File: src/rtl/sccb_init_seq_if.sv
// sccb_init_seq_if: command-table read port and SCCB master handshake for sccb_init_seq
interface sccb_init_seq_if #(parameter int TBL_AW = 6);
    logic [TBL_AW-1:0] tbl_addr;
    logic [17:0]       tbl_data;
    logic              m_start;
    logic              m_rw;
    logic [7:0]        m_addr;
    logic [7:0]        m_subaddr;
    logic [7:0]        m_wdata;
    logic [7:0]        m_rdata;
    logic              m_done;
    logic              m_busy;

    modport master (
        output tbl_addr, m_start, m_rw, m_addr, m_subaddr, m_wdata,
        input  tbl_data, m_rdata, m_done, m_busy
    );

    modport slave (
        input  tbl_addr, m_start, m_rw, m_addr, m_subaddr, m_wdata,
        output tbl_data, m_rdata, m_done, m_busy
    );
endinterface

File: src/rtl/sccb_init_seq.sv
// sccb_init_seq: table-driven SCCB init sequencer with readback verify, delays, retries and bus timeout
module sccb_init_seq #(
    parameter logic [7:0] CHIP_ADDR  = 8'h42,
    parameter int         TBL_AW     = 6,
    parameter int         NUM_CMDS   = 40,
    parameter int         DELAY_UNIT = 1000,
    parameter int         MAX_RETRY  = 3,
    parameter int         TIMEOUT    = 65535
) (
    input  logic              clk,
    input  logic              reset,
    input  logic              start,
    sccb_init_seq_if.master   bus,
    output logic              busy,
    output logic              done,
    output logic              error,
    output logic [1:0]        err_code,
    output logic [TBL_AW-1:0] err_index
);
    localparam int DW = $clog2(255 * DELAY_UNIT + 1);
    localparam int TW = $clog2(TIMEOUT + 1);
    localparam logic [3:0] MR = 4'(MAX_RETRY);

    typedef enum logic [3:0] {
        IDLE, FETCH, DECODE, ISSUE, WAIT, RB_ISSUE, RB_WAIT, CHECK, DELAY, NEXT, DONE, ERROR
    } state_t;

    state_t state, state_n;
    logic [TBL_AW:0] idx;
    logic [1:0] op;
    logic [3:0] retries;
    logic [7:0] rdata;
    logic [DW-1:0] dcnt;
    logic [TW-1:0] tcnt;
    logic go, timed_out, last, mismatch;

    assign go        = start && (state == IDLE || state == DONE || state == ERROR);
    assign busy      = !(state == IDLE || state == DONE || state == ERROR);
    assign done      = state == DONE;
    assign error     = state == ERROR;
    assign timed_out = tcnt == TW'(TIMEOUT - 1);
    assign last      = idx == (TBL_AW + 1)'(NUM_CMDS - 1);
    assign mismatch  = rdata != bus.m_wdata;

    // Combinational so that reset withdraws a pending request at once.
    assign bus.m_start  = (state == ISSUE || state == RB_ISSUE) && !bus.m_busy;
    assign bus.m_rw     = bus.m_addr[0];
    assign bus.tbl_addr = idx[TBL_AW-1:0];

    always_ff @(posedge clk or posedge reset)
        if (reset) state <= IDLE;
        else state <= state_n;

    always_comb begin
        state_n = state;
        case (state)
            IDLE, DONE, ERROR: state_n = go ? FETCH : state;
            FETCH:    state_n = DECODE;
            DECODE:   state_n = bus.tbl_data[17:16] == 2'b11 ? DONE :
                                bus.tbl_data[17:16] == 2'b10 ? (bus.tbl_data[7:0] == 8'd0 ? NEXT : DELAY) : ISSUE;
            ISSUE:    state_n = bus.m_busy ? ISSUE : WAIT;
            WAIT:     state_n = bus.m_done ? (op == 2'b01 ? RB_ISSUE : NEXT) : timed_out ? ERROR : WAIT;
            RB_ISSUE: state_n = bus.m_busy ? RB_ISSUE : RB_WAIT;
            RB_WAIT:  state_n = bus.m_done ? CHECK : timed_out ? ERROR : RB_WAIT;
            CHECK:    state_n = !mismatch ? NEXT : retries < MR ? ISSUE : ERROR;
            DELAY:    state_n = dcnt == '0 ? NEXT : DELAY;
            NEXT:     state_n = last ? DONE : FETCH;
            default:  state_n = IDLE;
        endcase
    end

    always_ff @(posedge clk or posedge reset) begin
        if (reset) begin
            idx           <= '0;
            op            <= '0;
            retries       <= '0;
            rdata         <= '0;
            dcnt          <= '0;
            tcnt          <= '0;
            bus.m_addr    <= '0;
            bus.m_subaddr <= '0;
            bus.m_wdata   <= '0;
            err_code      <= '0;
            err_index     <= '0;
        end else begin
            tcnt <= (state == WAIT || state == RB_WAIT) ? tcnt + TW'(1) : '0;
            if (go) begin
                idx       <= '0;
                err_code  <= '0;
                err_index <= '0;
            end
            if (state == DECODE) begin
                op            <= bus.tbl_data[17:16];
                bus.m_subaddr <= bus.tbl_data[15:8];
                bus.m_wdata   <= bus.tbl_data[7:0];
                bus.m_addr    <= {CHIP_ADDR[7:1], 1'b0};
                retries       <= '0;
                dcnt          <= DW'(32'(bus.tbl_data[7:0]) * DELAY_UNIT - 1);
            end
            if (state == DELAY) dcnt <= dcnt - DW'(1);
            if (state == WAIT && bus.m_done && op == 2'b01) bus.m_addr[0] <= 1'b1;
            if (state == RB_WAIT && bus.m_done) rdata <= bus.m_rdata;
            if (state == CHECK && mismatch) begin
                retries       <= retries + 4'd1;
                bus.m_addr[0] <= 1'b0;
            end
            if (state == NEXT) idx <= idx + (TBL_AW + 1)'(1);
            if (state_n == ERROR && state != ERROR) begin
                err_code  <= state == CHECK ? 2'b01 : 2'b10;
                err_index <= idx[TBL_AW-1:0];
            end
        end
    end
endmodule

File: src/flat_wrapper.sv
// flat-port wrapper written by rule: the top's interface ports become plain ports
module sccb_init_seq_flat 
#(
    parameter logic [7:0] CHIP_ADDR  = 8'h42,
    parameter int         TBL_AW     = 6,
    parameter int         NUM_CMDS   = 40,
    parameter int         DELAY_UNIT = 1000,
    parameter int         MAX_RETRY  = 3,
    parameter int         TIMEOUT    = 65535
)
  (clk, reset, start, busy, done, error, err_code, err_index, bus_tbl_addr, bus_m_start, bus_m_rw, bus_m_addr, bus_m_subaddr, bus_m_wdata, bus_tbl_data, bus_m_rdata, bus_m_done, bus_m_busy);
  sccb_init_seq_if #(.TBL_AW(TBL_AW)) bus_i ();
  input  logic clk;
  input  logic reset;
  input  logic start;
  output logic busy;
  output logic done;
  output logic error;
  output logic [1:0] err_code;
  output logic [TBL_AW-1:0] err_index;
  output wire logic [$bits(bus_i.tbl_addr)-1:0] bus_tbl_addr;
  output wire logic [$bits(bus_i.m_start)-1:0] bus_m_start;
  output wire logic [$bits(bus_i.m_rw)-1:0] bus_m_rw;
  output wire logic [$bits(bus_i.m_addr)-1:0] bus_m_addr;
  output wire logic [$bits(bus_i.m_subaddr)-1:0] bus_m_subaddr;
  output wire logic [$bits(bus_i.m_wdata)-1:0] bus_m_wdata;
  input wire logic [$bits(bus_i.tbl_data)-1:0] bus_tbl_data;
  input wire logic [$bits(bus_i.m_rdata)-1:0] bus_m_rdata;
  input wire logic [$bits(bus_i.m_done)-1:0] bus_m_done;
  input wire logic [$bits(bus_i.m_busy)-1:0] bus_m_busy;
  assign bus_tbl_addr = bus_i.tbl_addr;
  assign bus_m_start = bus_i.m_start;
  assign bus_m_rw = bus_i.m_rw;
  assign bus_m_addr = bus_i.m_addr;
  assign bus_m_subaddr = bus_i.m_subaddr;
  assign bus_m_wdata = bus_i.m_wdata;
  assign bus_i.tbl_data = bus_tbl_data;
  assign bus_i.m_rdata = bus_m_rdata;
  assign bus_i.m_done = bus_m_done;
  assign bus_i.m_busy = bus_m_busy;
  sccb_init_seq #(.CHIP_ADDR(CHIP_ADDR), .TBL_AW(TBL_AW), .NUM_CMDS(NUM_CMDS), .DELAY_UNIT(DELAY_UNIT), .MAX_RETRY(MAX_RETRY), .TIMEOUT(TIMEOUT)) u_core (.clk(clk), .reset(reset), .start(start), .bus(bus_i), .busy(busy), .done(done), .error(error), .err_code(err_code), .err_index(err_index));
endmodule
File: config.mk
export PLATFORM = sky130hd
export DESIGN_NAME = sccb_init_seq_flat
export DESIGN_NICKNAME = d
export VERILOG_FILES = /design/src/rtl/sccb_init_seq_if.sv /design/src/rtl/sccb_init_seq.sv /design/src/flat_wrapper.sv
export SDC_FILE = /design/constraint.sdc
export NUM_CORES = 1
export LEC_CHECK = 0
export ABC_AREA = 0
export CAP_MARGIN = 30
export CORE_MARGIN = 2
export CORE_UTILIZATION = 36
export DETAILED_ROUTE_END_ITERATION = 8
export HOLD_SLACK_MARGIN = 0.03
export PLACE_DENSITY = 0.62
export RECOVER_POWER = 100
export SYNTH_ARGS = -nofsm -noshare
export SYNTH_HDL_FRONTEND = slang
export SYNTH_SLANG_ARGS = --single-unit
File: constraint.sdc
create_clock -name clk -period 3.75 [get_ports clk]
set_input_delay 0.75 -clock clk [delete_from_list [all_inputs] [get_ports clk]]
set_output_delay 0.75 -clock clk [all_outputs]
set_load 0.02 [all_outputs]
==> metrics.md <==
| Metric | Value |
|---|---|
| Status | `finished, violations left` |
| Failing checks | `capacitance limit, slew limit, setup timing` |
| Via/cell ratio | `5.03` |
| Net switching power | `2.69 mW` |
| Top cell by count, worst path | `fa_1` |
| Non-Filler Instances | `1027` |
| Hpwl dp | `10800 um` |
| CTS tree | `yes` |
| Core ar. | `0.0166 mm^2` |
| PD cells | `797 mW/mm^2` |
| Critical Path End Type | `flop` |
| Max-slew headroom | `-0.266` |
| # hold bufs at CTS | `0` |
| Avg WL per Cell | `14.1 um` |
| Pre-antenna DRT Iters | `6` |
| Worst-path clk slew | `60 ps` |
| First-pass GRT wire length | `24400 um` |
| Slew Limit Fails | `44` |
| Mapped Cells | `681` |
| YS warnings | `0` |
| Antenna Cells | `0` |
| Avg Inst Size Synth | `9.04 um^2` |
| Largest stage delay on the critical path | `560 ps` |
| Cell Area, Synth | `0.00616 mm^2` |
| ANT nets after route | `0` |
| Critical path launch point type | `input port` |
| Initial core utilization | `0.370` |
| Worst-path cell chain | `buf_8 > fa_1 > inv_1 > fa_1 > fa_1 > fa_1 > inv_2 > ha_4 > o21a_1 > o31a_1 > a21oi_1 > nor3_2 > nand3b_1 > nor4b_2 > xor2_1 > o21ai_1` |
| Min-delay worst type | `flop to flop` |
| Reg power frac | `0.231` |
| Slew at the pin closest to its max-slew limit | `1890 ps` |
| Core Util, Final | `0.492` |
| # DRC | `0` |
| Max-Cap Viols | `1` |
| Grt ovf | `0` |
| Smallest hold slack | `477 ps` |
| Internal Power | `3.83 mW` |
| Peak supply drop | `0.358 mV` |
| Top FF cell, synth | `dfrtp_1` |
| Port bufs | `68` |
| Vias | `5166` |
| Crit Path Max Fanout | `6` |
| Pleak | `3.56 nW` |
| Cell Rows | `47` |
| Crit path arrival time | `4560 ps` |
| Endpoints failing hold | `0` |
| Net Sw Frac | `0.413` |
| I/O pin total | `74` |
| Flops & latches, synth | `85` |
| Nets | `902` |
| Largest net degree at the start of global routing | `44` |
| Tmin final | `4350 ps` |
| Final worst-path cycle share | `1.16` |
| Slowest CP cell | `fa_1` |
| Die ar. | `0.0182 mm^2` |
| # fillers | `1554` |
| Comb pwr share | `0.619` |
| Seq/Total Area, Yosys | `0.345` |
| CTS Buf Count | `9` |
| DR iter-0 viols | `212` |
| Crit Path Category | `input port to flop` |
| Final setup vio count | `9` |
| RSZ-0062 raised after global routing | `true` |
| Critical Path RT | `3960 ps` |
| Detailed Route WL | `14500 um` |
| Clk sinks | `85` |
| Netlist cell types | `69` |
| Clock group share of total power | `0.151` |
| Ratio of cells with drive above 1 in the final layout | `0.214` |
| Clock Latency Late Sink | `350 ps` |
| H-tree depth | `3` |
| Clock Skew | `12.2 ps` |
| Post-synth EDFFs | `0` |
| Vias in the first global route | `5082` |
| CTS Buffer Depth | `2` |
| Syn-to-layout area delta | `33.1%` |
| Max Clock Freq | `230 MHz` |
| Die height | `135 um` |
| Fraction of registers with async set or reset after synthesis | `1.00` |
| Gp weighted congestion | `0.794` |
| Die X | `135 um` |
| Antenna violations before repair | `0` |
| Placed insts | `1004` |
| Root buf cell | `clkbuf_16` |
| Global Route Usage Sum | `0.166` |
| Worst Slack Setup Final | `-603 ps` |
-- timing repair --
action / CTS / global route
pin swaps: 30 / 13
setup endpoints to repair: 10 / 9
buffers inserted: 7 / 1
gates resized for setup: 67 / 13
-- kinds of logic after synthesis --
kind of cell | synth area share
xor+xnor | 0.0597
flops | 0.345
buf+inv | 0.0660
mux | 0.0293
other cells | 0.000609
simple gates | 0.204
compound gates | 0.129
fa+ha+maj | 0.166
-- state kept, by name (all words and copies together), names as in the netlist, 6 cells and up --
name / count
u_core.bus.m_subaddr: 8
u_core.tcnt: 16
u_core.err_index: 6
u_core.bus.m_wdata: 8
u_core.idx: 7
u_core.rdata: 8
u_core.dcnt: 18
-- layout make-up --
cell class              count  area, um^2  share of cell area
clock buffers               9         225              0.0275
clock inverters             7         103              0.0125
inverters                  52         200              0.0244
multi-input cells         512        4030               0.492
flip-flops and latches     85        2130               0.260
well taps                 220         275              0.0336
repair buffers            142        1230               0.150
-- cells in the final DEF (no fill, tap or decap), types with 11 or more instances in the layout --
| master | netlist | routed |
|---|---|---|
| a21oi_1 | 36 | 33 |
| dfrtp_1 | 85 | 85 |
| nand2_1 | 85 | 82 |
| buf_4 | 18 | 70 |
| inv_1 | 52 | 45 |
| xor2_1 | 15 | 14 |
| ha_1 | 48 | 37 |
| xnor2_1 | 27 | 22 |
| fa_1 | 21 | 21 |
| o21ai_0 | 43 | 43 |
| ha_4 | 0 | 11 |
| clkdlybuf4s50_1 | 0 | 60 |
| nand3_1 | 32 | 31 |
| nor2_1 | 45 | 42 |
| nor3_1 | 22 | 19 |
-- worst paths after layout --
path,from,to,slack [ps],cells after the start
min in group asynchronous,reset,u_core.bus.m_addr[1],1350,2
max reg2reg,u_core.state[1],u_core.err_code[1],760,7
min,u_core.bus.m_subaddr[1],u_core.bus.m_subaddr[1],480,2
min reg2reg,u_core.bus.m_subaddr[1],u_core.bus.m_subaddr[1],480,2
max in group asynchronous,reset,u_core.bus.m_subaddr[1],660,3
max,bus_tbl_data[3],u_core.dcnt[17],-600,16
-- Yosys cell counts, drive strengths merged (3+ instances only) --
cell type  instances  area (um^2)
o22ai              5         37.5
inv               52          195
mux2i              9         90.1
dfrtp             85         2130
nor2              45          169
or2                5         33.8
nor3b              3         22.5
nand4             10         62.6
buf               21          155
ha                48          601
xnor2             27          236
clkbuf            15         56.3
nand3             33          170
and3               4         25.0
o21ai             45          229
a21oi             36          180
a221oi             4         35.0
a21o               5         37.5
xor2              15          131
mux2               8         90.1
o21a               4         30.0
fa                21          420
nand2b             6         37.5
or3               10         67.6
nor3              27          173
nor2b              3         18.8
nand3b             3         22.5
a31oi              6         37.5
nand2             86          325
a211oi             3         27.5
-- metal layers --
metal,track usage,up-vias,share of wire
li1,-,2586,-
met1,0.222,2467,0.45
met2,0.276,98,0.50
met3,0.0342,15,0.037
met4,0.0433,0,0.012
met5,0,-,0
-- worst max-delay path: cells and delay by family --
kind | cells | cell delay, ps
simple gates | 3 | 600
fa+ha+maj | 5 | 2330
compound gates | 4 | 510
buf+inv | 3 | 200
xor+xnor | 1 | 170
-- power groups by stage --
stage | Sequential (mW) | Clock (mW) | Combinational, mW
after CTS | 1.50 | 1.01 | 3.93
after global placement | 1.51 | 0 | 3.42
after global routing | 1.55 | 1.05 | 4.43
after floorplan | 1.53 | 0 | 2.31
final | 1.51 | 0.983 | 4.04
after detailed placement | 1.52 | 0 | 3.46
-- per-stage QoR --
step | setup TNS, ps | cell area, um^2 | setup WS (ps) | power, mW
3_3_place_gp | -12020 | 7530 | -1440 | 4.92
6_report | -4010 | 8200 | -603 | 6.53
5_1_grt | -5190 | 8200 | -755 | 7.04
3_5_place_dp | -12770 | 7530 | -1560 | 4.97
4_1_cts | -4030 | 8130 | -637 | 6.44
2_1_floorplan | -4670 | 6290 | -764 | 3.84
Note: power is estimated with default switching activity, not from simulation.
